<file path="config.mk">
export PLATFORM = sky130hd
export DESIGN_NAME = hdu_writeback8_flat
export DESIGN_NICKNAME = d
export VERILOG_FILES = /design/src/rtl/hdu_writeback8_pkg.sv /design/src/rtl/hdu_writeback8_if.sv /design/src/rtl/hdu_writeback8_wb_lane_fifo.sv /design/src/rtl/hdu_writeback8.sv /design/src/flat_wrapper.sv
export SDC_FILE = /design/constraint.sdc
export NUM_CORES = 2
export LEC_CHECK = 0
export CORE_MARGIN = 5
export CORE_UTILIZATION = 37
export DETAILED_ROUTE_END_ITERATION = 8
export GPL_TIMING_DRIVEN = 0
export HOLD_SLACK_MARGIN = 0.08
export PLACE_DENSITY = 0.68
export SETUP_SLACK_MARGIN = 0.05
export SYNTH_ARGS = -nofsm -noshare
export SYNTH_HDL_FRONTEND = slang
export SYNTH_SLANG_ARGS = --single-unit
</file>
<file path="constraint.sdc">
create_clock -name clk -period 52.7 [get_ports clk]
set_clock_uncertainty 0.1 [all_clocks]
set_input_delay 10.54 -clock clk [delete_from_list [all_inputs] [get_ports clk]]
set_output_delay 10.54 -clock clk [all_outputs]
set_load 0.1 [all_outputs]
</file>
<file path="src/rtl/hdu_writeback8_pkg.sv">
// Shared types and helpers for the HDU write-back issuer.
package hdu_writeback8_pkg;

  localparam int unsigned LANES  = 8;
  localparam int unsigned LANE_W = 3;

  typedef logic [LANE_W-1:0] lane_idx_t;

  function automatic logic [31:0] bank_of(input logic [31:0] addr, input int unsigned bank_w);
    return addr & ((32'd1 << bank_w) - 32'd1);
  endfunction

  // Position of a lane in the round-robin order that starts at base.
  function automatic lane_idx_t lane_pos(input lane_idx_t lane, input lane_idx_t base);
    return lane - base;
  endfunction

endpackage

</file>
<file path="src/rtl/hdu_writeback8_if.sv">
// Update-in / write-out bundle between the lane pipelines, the issuer and the HDU.
interface hdu_writeback8_if
  import hdu_writeback8_pkg::*;
#(
  parameter int unsigned ADDR_W = 16,
  parameter int unsigned DATA_W = 32
);

  logic [LANES*ADDR_W-1:0] up_addr;
  logic [LANES*DATA_W-1:0] up_data;
  logic [LANES-1:0]        up_valid;
  logic [LANES-1:0]        up_ready;
  logic [LANES*ADDR_W-1:0] Waddr;
  logic [LANES*DATA_W-1:0] Wdata;
  logic [LANES-1:0]        Waddr_valid;
  logic                    idle;
  logic [31:0]             conflict_cnt;

  modport master (
    output up_addr, up_data, up_valid,
    input  up_ready, Waddr, Wdata, Waddr_valid, idle, conflict_cnt
  );

  modport slave (
    input  up_addr, up_data, up_valid,
    output up_ready, Waddr, Wdata, Waddr_valid, idle, conflict_cnt
  );

endinterface

</file>
<file path="src/rtl/hdu_writeback8_wb_lane_fifo.sv">
// Per-lane registered FIFO; count kept separately so full and empty never alias.
module wb_lane_fifo #(
  parameter int unsigned WIDTH = 48,
  parameter int unsigned DEPTH = 4,
  localparam int unsigned PTR_W = $clog2(DEPTH),
  localparam int unsigned CNT_W = $clog2(DEPTH + 1)
) (
  input  logic             clk,
  input  logic             rst,
  input  logic             push,
  input  logic             pop,
  input  logic [WIDTH-1:0] din,
  output logic [WIDTH-1:0] head,
  output logic [CNT_W-1:0] count,
  output logic             full,
  output logic             empty
);

  logic [WIDTH-1:0] mem [DEPTH];
  logic [PTR_W-1:0] wr_ptr_q, rd_ptr_q;
  logic [CNT_W-1:0] count_q, count_d;
  logic             do_push, do_pop;

  assign full    = (count_q == CNT_W'(DEPTH));
  assign empty   = (count_q == '0);
  // Full refuses a push even while popping: ready never depends on pop.
  assign do_push = push & ~full;
  assign do_pop  = pop & ~empty;
  assign head    = mem[rd_ptr_q];
  assign count   = count_q;

  always_comb begin
    count_d = count_q + CNT_W'(do_push) - CNT_W'(do_pop);
  end

  always_ff @(posedge clk or posedge rst) begin
    if (rst) begin
      wr_ptr_q <= '0;
      rd_ptr_q <= '0;
      count_q  <= '0;
    end else begin
      if (do_push) wr_ptr_q <= wr_ptr_q + PTR_W'(1);
      if (do_pop)  rd_ptr_q <= rd_ptr_q + PTR_W'(1);
      count_q <= count_d;
    end
  end

  always_ff @(posedge clk) begin
    if (do_push) mem[wr_ptr_q] <= din;
  end

endmodule

</file>
<file path="src/rtl/hdu_writeback8.sv">
// Write-back issuer: buffers lane updates and issues at most one write per bank per cycle.
module hdu_writeback8
  import hdu_writeback8_pkg::*;
#(
  parameter int unsigned ADDR_W     = 16,
  parameter int unsigned BANK_W     = 5,
  parameter int unsigned DATA_W     = 32,
  parameter int unsigned FIFO_DEPTH = 4
) (
  input logic             clk,
  input logic             rst,
  hdu_writeback8_if.slave bus
);

  localparam int unsigned ENT_W = ADDR_W + DATA_W;
  localparam int unsigned CNT_W = $clog2(FIFO_DEPTH + 1);

  logic [LANES-1:0]        req, grant, full, empty, push, nonzero;
  logic [ADDR_W-1:0]       head_addr [LANES];
  logic [DATA_W-1:0]       head_data [LANES];
  logic [31:0]             head_bank [LANES];
  lane_idx_t               rr_q, rr_d;
  logic [31:0]             conflict_q, conflict_d;
  logic [LANES-1:0]        wvalid_q;
  logic [LANES*ADDR_W-1:0] waddr_q;
  logic [LANES*DATA_W-1:0] wdata_q;
  logic                    denial;

  for (genvar k = 0; k < LANES; k++) begin : g_lane
    logic [ENT_W-1:0] head;
    logic [CNT_W-1:0] count;
    logic             g;

    assign push[k] = bus.up_valid[k] & ~full[k];

    wb_lane_fifo #(
      .WIDTH (ENT_W),
      .DEPTH (FIFO_DEPTH)
    ) u_fifo (
      .clk   (clk),
      .rst   (rst),
      .push  (push[k]),
      .pop   (grant[k]),
      .din   ({bus.up_addr[k*ADDR_W +: ADDR_W], bus.up_data[k*DATA_W +: DATA_W]}),
      .head  (head),
      .count (count),
      .full  (full[k]),
      .empty (empty[k])
    );

    assign req[k]       = ~empty[k];
    assign nonzero[k]   = (count != '0);
    assign head_addr[k] = head[ENT_W-1 -: ADDR_W];
    assign head_data[k] = head[DATA_W-1:0];
    assign head_bank[k] = bank_of(32'(head_addr[k]), BANK_W);

    // Lose the bank to any requester that comes earlier in round-robin order.
    always_comb begin
      g = req[k];
      for (int j = 0; j < LANES; j++) begin
        if (j != k && req[j] && head_bank[j] == head_bank[k] &&
            lane_pos(lane_idx_t'(j), rr_q) < lane_pos(lane_idx_t'(k), rr_q)) begin
          g = 1'b0;
        end
      end
    end

    assign grant[k] = g;
  end

  always_comb begin
    denial     = |(req & ~grant);
    rr_d       = rr_q + lane_idx_t'(denial);
    conflict_d = conflict_q;
    if (denial && conflict_q != '1) conflict_d = conflict_q + 32'd1;
  end

  always_ff @(posedge clk or posedge rst) begin
    if (rst) begin
      rr_q       <= '0;
      conflict_q <= '0;
      wvalid_q   <= '0;
      waddr_q    <= '0;
      wdata_q    <= '0;
    end else begin
      rr_q       <= rr_d;
      conflict_q <= conflict_d;
      wvalid_q   <= grant;
      for (int k = 0; k < LANES; k++) begin
        if (grant[k]) begin
          waddr_q[k*ADDR_W +: ADDR_W] <= head_addr[k];
          wdata_q[k*DATA_W +: DATA_W] <= head_data[k];
        end
      end
    end
  end

  assign bus.up_ready     = ~full;
  assign bus.Waddr        = waddr_q;
  assign bus.Wdata        = wdata_q;
  assign bus.Waddr_valid  = wvalid_q;
  assign bus.conflict_cnt = conflict_q;
  assign bus.idle         = ~|nonzero & ~|wvalid_q;

endmodule
</file>
<file path="src/flat_wrapper.sv">
// flat-port wrapper written by rule: the top's interface ports become plain ports
module hdu_writeback8_flat import hdu_writeback8_pkg::*;
#(
  parameter int unsigned ADDR_W     = 16,
  parameter int unsigned BANK_W     = 5,
  parameter int unsigned DATA_W     = 32,
  parameter int unsigned FIFO_DEPTH = 4
)
  (clk, rst, bus_up_addr, bus_up_data, bus_up_valid, bus_up_ready, bus_Waddr, bus_Wdata, bus_Waddr_valid, bus_idle, bus_conflict_cnt);
  hdu_writeback8_if #(.ADDR_W(ADDR_W), .DATA_W(DATA_W)) bus_i ();
  input logic clk;
  input logic rst;
  input wire logic [$bits(bus_i.up_addr)-1:0] bus_up_addr;
  input wire logic [$bits(bus_i.up_data)-1:0] bus_up_data;
  input wire logic [$bits(bus_i.up_valid)-1:0] bus_up_valid;
  output wire logic [$bits(bus_i.up_ready)-1:0] bus_up_ready;
  output wire logic [$bits(bus_i.Waddr)-1:0] bus_Waddr;
  output wire logic [$bits(bus_i.Wdata)-1:0] bus_Wdata;
  output wire logic [$bits(bus_i.Waddr_valid)-1:0] bus_Waddr_valid;
  output wire logic [$bits(bus_i.idle)-1:0] bus_idle;
  output wire logic [$bits(bus_i.conflict_cnt)-1:0] bus_conflict_cnt;
  assign bus_i.up_addr = bus_up_addr;
  assign bus_i.up_data = bus_up_data;
  assign bus_i.up_valid = bus_up_valid;
  assign bus_up_ready = bus_i.up_ready;
  assign bus_Waddr = bus_i.Waddr;
  assign bus_Wdata = bus_i.Wdata;
  assign bus_Waddr_valid = bus_i.Waddr_valid;
  assign bus_idle = bus_i.idle;
  assign bus_conflict_cnt = bus_i.conflict_cnt;
  hdu_writeback8 #(.ADDR_W(ADDR_W), .BANK_W(BANK_W), .DATA_W(DATA_W), .FIFO_DEPTH(FIFO_DEPTH)) u_core (.clk(clk), .rst(rst), .bus(bus_i));
endmodule
</file>
Word-level counts from Yosys, hierarchy flattened
Memories as Yosys holds them, arrays and structs flattened.
Cells that the tools add are included.
{ "op_classes": {"add_sub_neg": 42, "order_cmp": 56, "eq_ne": 65, "mux": 72, "n_bitwise": 44, "n_reduce_logical": 134} }
{ "ops": {"columns": ["cell", "n"], "rows": [
  ["equality test 5 bit", 56],
  ["< comparator 3 bit", 56],
  ["logical AND 1 bit", 113],
  ["2-to-1 mux 1 bit", 72],
  ["adder 2 x 1 -> 2 bit (second input constant)", 16],
  ["adder 32 x 1 -> 32 bit (second input constant)", 1],
  ["inequality test 32 bit (second input constant)", 1],
  ["adder 3 x 1 -> 3 bit", 9],
  ["bitwise AND 1 bit", 25],
  ["equality test 3 bit (second input constant)", 8],
  ["zero test 3 bit", 8],
  ["nonzero test 3 bit", 8],
  ["OR reduction 8 bit", 3],
  ["subtractor 3 x 1 -> 3 bit", 8],
  ["inverter 1 bit", 16],
  ["inverter 8 bit", 2],
  ["subtractor 3 bit (first input constant)", 4],
  ["bitwise AND 8 bit", 1],
  ["subtractor 1 x 3 -> 3 bit (first input constant)", 2],
  ["subtractor 2 x 3 -> 3 bit (first input constant)", 2],
  ["zero test 1 bit", 2]
]} }
{ "word_totals": {"reg_bits": 483, "mem_bits_rw": 1536, "input_bits": 394, "output_inout_bits": 433, "wordCells": 464, "n_memories": 8} }
{ "mem_list": {"columns": ["name", "depth", "word_bits", "read_ports", "rd_clocked_by_memory_dff", "wr", "line_no", "rtl"], "rows": [
  ["u_core.g_lane[0].u_fifo.mem", 4, 48, 1, 0, 1, "hdu_writeback8_wb_lane_fifo.sv:19", "logic [WIDTH-1:0] mem [DEPTH];"],
  ["u_core.g_lane[1].u_fifo.mem", 4, 48, 1, 0, 1, "hdu_writeback8_wb_lane_fifo.sv:19", null],
  ["u_core.g_lane[2].u_fifo.mem", 4, 48, 1, 0, 1, "hdu_writeback8_wb_lane_fifo.sv:19", null],
  ["u_core.g_lane[3].u_fifo.mem", 4, 48, 1, 0, 1, "hdu_writeback8_wb_lane_fifo.sv:19", null],
  ["u_core.g_lane[4].u_fifo.mem", 4, 48, 1, 0, 1, "hdu_writeback8_wb_lane_fifo.sv:19", null],
  ["u_core.g_lane[5].u_fifo.mem", 4, 48, 1, 0, 1, "hdu_writeback8_wb_lane_fifo.sv:19", null],
  ["+2 memories", null, null, null, null, null, null, null]
]} }

Longest topological paths before layout
{ "logic_depth": {"word_depth": 15, "depth_mapped": 20} }

Cells and area by module
A second synthesis with hierarchy kept.
{ "unflattened": {"cells_unflattened": 3781, "area_unflattened_um2": 78968.2} }
{ "by_module_without_submodules": {"columns": ["mod", "n_inst", "cells_per_inst", "area_each_um2", "seq_area_each_um2"], "rows": [
  ["wb_lane_fifo", 8, 293, 7458.4, 5940.7],
  ["hdu_writeback8", 1, 1437, 19301.0, 10685.2]
]} }

Worst setup path after synthesis
Ideal clock, no wire load.
{ "synth_path": {"path_type": "register -> output", "start": "register u_core.wvalid_q[5], in the netlist u_core.bus.Waddr_valid[5]", "end": "output bus_idle", "arrival_ns": 4.117, "required_ns": 42.060, "setup_slack_ns": 37.943, "stages_incl_launch_ff": 4, "path_cell_list": "dfrtp_1 > nor4_1 > nand4_1 > nor4_1"} }
{ "synth_between": {"elab_chain_cells": 3} }
{ "synth_rtl": {"columns": ["item", "line_no", "rtl"], "rows": [
  ["start: declaration", "hdu_writeback8.sv:24", "logic [LANES-1:0] wvalid_q;"],
  ["start signal: assignment", "hdu_writeback8.sv:88", "wvalid_q <= grant;"],
  ["OR reduction 8 bit", "hdu_writeback8.sv:103", "assign bus.idle = ~|nonzero & ~|wvalid_q;"],
  ["zero test 1 bit", "hdu_writeback8.sv:103", null],
  ["bitwise AND 1 bit", "hdu_writeback8.sv:103", null],
  ["end: declaration", "flat_wrapper.sv:20", "output wire logic [$bits(bus_i.idle)-1:0] bus_idle;"]
]} }
No other way between the ends.

Worst setup path after layout
{ "layout_path": {"start": "register u_core.g_lane[3].u_fifo.count_q[1]", "end": "output bus_idle"} }
{ "layout_between": {"elab_chain_cells": 4} }
{ "layout_rtl": {"columns": ["item", "line_no", "rtl"], "rows": [
  ["start: declaration", "hdu_writeback8_wb_lane_fifo.sv:21", "logic [CNT_W-1:0] count_q, count_d;"],
  ["start signal: assignment", "hdu_writeback8_wb_lane_fifo.sv:44", "count_q <= count_d;"],
  ["nonzero test 3 bit", "hdu_writeback8.sv:52", "assign nonzero[k] = (count != '0);"],
  ["OR reduction 8 bit", "hdu_writeback8.sv:103", null],
  ["zero test 1 bit", "hdu_writeback8.sv:103", null],
  ["bitwise AND 1 bit", "hdu_writeback8.sv:103", null]
]} }
No other way between the ends.

==> impl.org <==
** Synth
- Async SR Flop Fraction :: 23.9%
- A synthesized cell averages between 20 and 25 sq um.
- Synthesis produced a netlist whose cell count is around 3800.
- Synth Net Count :: roughly 4300
- The synthesized design contains roughly 1500 enable-type register cells.
- Counting flops and latches in the post-synthesis netlist gives approximately 2000.
- The largest total area in the synthesized netlist belongs to edfxtp_1.
- Total of warnings raised by yosys :: 0
- Post-synth top area share :: about three fifths
- After synthesis, flip-flops and latches occupy 75.1% of the total area.
- Top cells by area in the synthesized netlist :: edfxtp_1, dfrtp_1, mux4_2, mux2_2, xnor2_1
- For this run, the leading register cell type out of synthesis is edfxtp_1.
- Yosys cell types :: roughly 60
- The mapped netlist covers around 78000 sq um.

** Critical path
- The worst setup path is captured at an output pin.
- Crit-path max FO :: 6
- Critical path start-end classification :: reg2out
- For the worst setup path, the data required time is roughly 42000 ps.
- Data arrival, critical path :: roughly 4600 ps
- The worst setup path is launched from a flop.

** Final layout
- Leaving out fill and tap cells, the most frequent cell in the layout is edfxtp_1.
- Number of filler instances in the final layout :: approximately 18000
- Of the cells placed in the final design, the portion with a size suffix greater than 1 is a little under a quarter.
- In the final design database the tool counted around 5300 nets.
- The top cell types in the final layout, fill and taps aside, are edfxtp_1, clkdlybuf4s50_1, dfrtp_1, mux4_2, mux2_2.
- Synth-to-Final Area Change :: 25.0%

** Detailed routing
- Number of iterations in the first detailed-routing pass :: 6
- The first routing iteration left 2695 violations.
- After detailed routing, the average wire length per cell comes to approximately 25 um.
- In this run the remaining antenna-violating nets after routing total 0.
- After detailed routing, the number of remaining DRC violations is 0.
- Vias per Instance :: 5.00
- For this block, the routed nets add up to about 200000 um of wire.
- Detailed-route via count :: between 30000 and 40000

** STA
- At the pin with the least slew margin, the transition time is roughly 1400 ps.
- Unrepaired setup endpoints after global routing :: false
- Based on the critical path, the design can be clocked at up to ~0.066 GHz.
- Total Neg Setup Slack :: 0 ps
- Final count of negative-setup-slack endpoints :: 0
- Counting I/O delays and the setup requirement, the final critical path takes 15220 ps.
- The number of pins with negative max-slew slack in the final report came to 0.
- Worst relative slew slack :: roughly 5.4%
- The final hold violation count was 0.
- After layout, the worst path uses slightly below 30% of the clock period.

** Clock network
- The tree built by TritonCTS fans out to between 2000 and 2500 sinks.
- The tree is rooted in a clkbuf_16.
- Clock insertion delay at the later pin of the skew report :: 840 ps
- Clock-pin slew was measured on the worst setup and hold paths at about 50 ps.
- Buffers inserted to repair hold after CTS numbered 0.
- The H-tree was split into 4 levels.
- Clock tree buffer depth :: 3
- Post-CTS setup buffer count :: 0
- CTS-repair resized insts :: 0
- TritonCTS built the clock tree.
- Number of buffers added by the clock tree synthesis step :: just over 200

** Die
- Area of the core :: ~210000 sq um
- Site Rows :: 168
- Area of the die :: about 220000 sq um
- The die is around 470 um wide.
- Pin placement for this block handled approximately 830 I/O pins.
- From bottom edge to top edge, the die measures between 400 and 500 um.
- For this configuration, the core starts out at a cell density of between 30% and 40%.

** Place
- Detailed placement finished with a half-perimeter wire length of 139000 um.
- Routability-driven placement finished with a final weighted congestion of ~0.86.
- Buffers placed on the I/O ports in this run total between 800 and 900.

** Global routing
- The first global-routing pass estimated roughly 290000 um of wire.
- Entering global routing, the biggest net connects between 100 and 150 pins.
- The number of antenna violations at the first check in global routing came to between 70 and 80.
- GRT Residual Overflow :: 0
- Global routing used a little under a fifth of the available tracks.
- The via count of the first global-routing pass is 41200.

** Hold path
- The path class of the tightest hold or removal check is reg2reg.

** Outcome
- Status :: completed

** Flow run
- The tool flagged a number of max-cap violations equal to 0.
metrics by stage:
step	cell area, sq um	hold slack, ps	util, %	cells	worst slack (ps)
CTS	96800	376	46.3	7828	37330
floorplan	77500	381	-	3779	28580
global route	96900	388	46.4	7846	37350
global placement	89300	362	42.7	7410	17980
finish	96900	374	46.4	7876	37480
detailed placement	90000	361	43.1	7441	38280
flip-flops by register name (all words and copies together), names as in the netlist:
signal / cells
u_core.bus.Waddr_valid: 8
u_core.bus.conflict_cnt: 32
u_core.g_lane.u_fifo.rd_ptr_q: 16
u_core.bus.Waddr: 128
u_core.g_lane.u_fifo.count: 24
u_core.g_lane.u_fifo.mem: 1536
u_core.rr_q: 3
u_core.g_lane.u_fifo.wr_ptr_q: 16
u_core.bus.Wdata: 256
critical path, stage by stage (launching register included):
cell	delay, ps
dfrtp_1	430
nor3_1	1060
nand4_1	240
nor4_2	730
clkdlybuf4s50_1	1280
Yosys cell counts, drive strengths merged (2+ instances only):
cell and number:
nor4 22, mux2 355, a211o 3, or3 11
edfxtp 1536, o32ai 2, nor3b 2, fa 8
xnor2 157, clkbuf 91, a31o 2, and3 45
a31oi 6, nor2 30, nand4b 2, nor3 33
a21oi 15, o22a 2, dfrtp 483, inv 78
o31ai 2, xor2 58, ha 77, nand3 41
or2 4, or4 3, or4b 2, nand4 33
nand2 154, buf 87, o21ai 19, a22oi 4
mux4 384, a2111oi 3, and2 12
final cells by class:
type / instances / area [sq um] / area share [%]
clock buffer: 295 / 5690 / 5.87
buffer: 178 / 902 / 0.931
sequential: 2019 / 58200 / 60.1
antenna: 48 / 120 / 0.124
inverter: 78 / 300 / 0.310
multi-input combinational: 1504 / 18200 / 18.8
clock inverter: 92 / 1100 / 1.13
timing repair buffer: 857 / 8910 / 9.20
tap: 2805 / 3510 / 3.62
metal layers:
metal | part of all wire (%) | GRT usage (%)
met1 | 38 | 21.9
met2 | 47 | 28.3
met3 | 9.9 | 7.14
met4 | 4.8 | 8.39
met5 | 0.21 | 0
path summary, 6_finish.rpt:
kind,startpoint,end,slack [ps],depth (start not counted)
worst min register to register,u_core.bus.Waddr[32],u_core.bus.Waddr[32],370,2
max in group asynchronous,rst,u_core.bus.Wdata[197],41050,4
worst max register to register,u_core.rr_q[1],u_core.g_lane[2].u_fifo.count[2],47090,20
min in group asynchronous,rst,u_core.bus.Wdata[186],10030,2
worst max-delay path,u_core.g_lane[3].u_fifo.count[1],bus_idle,37480,4
worst min-delay path,u_core.bus.Waddr[32],u_core.bus.Waddr[32],370,2
cell families (layout without fill, tap and decap cells):
family,after synthesis,after routing,synth area share [%]
other,0,48,0
AO/OA/AOI/OAI,67,67,0.583
flip-flops,2019,2019,75.1
XOR/XNOR,215,215,2.43
AND/OR/NAND/NOR,398,398,2.56
buffers and inverters,256,1500,1.54
multiplexers,739,739,16.3
adder cells (fa/ha/maj),85,85,1.45
Power is left out: the tool's default activity adds up to more than one toggle a clock period on the data nets, which glitch-free logic cannot reach.
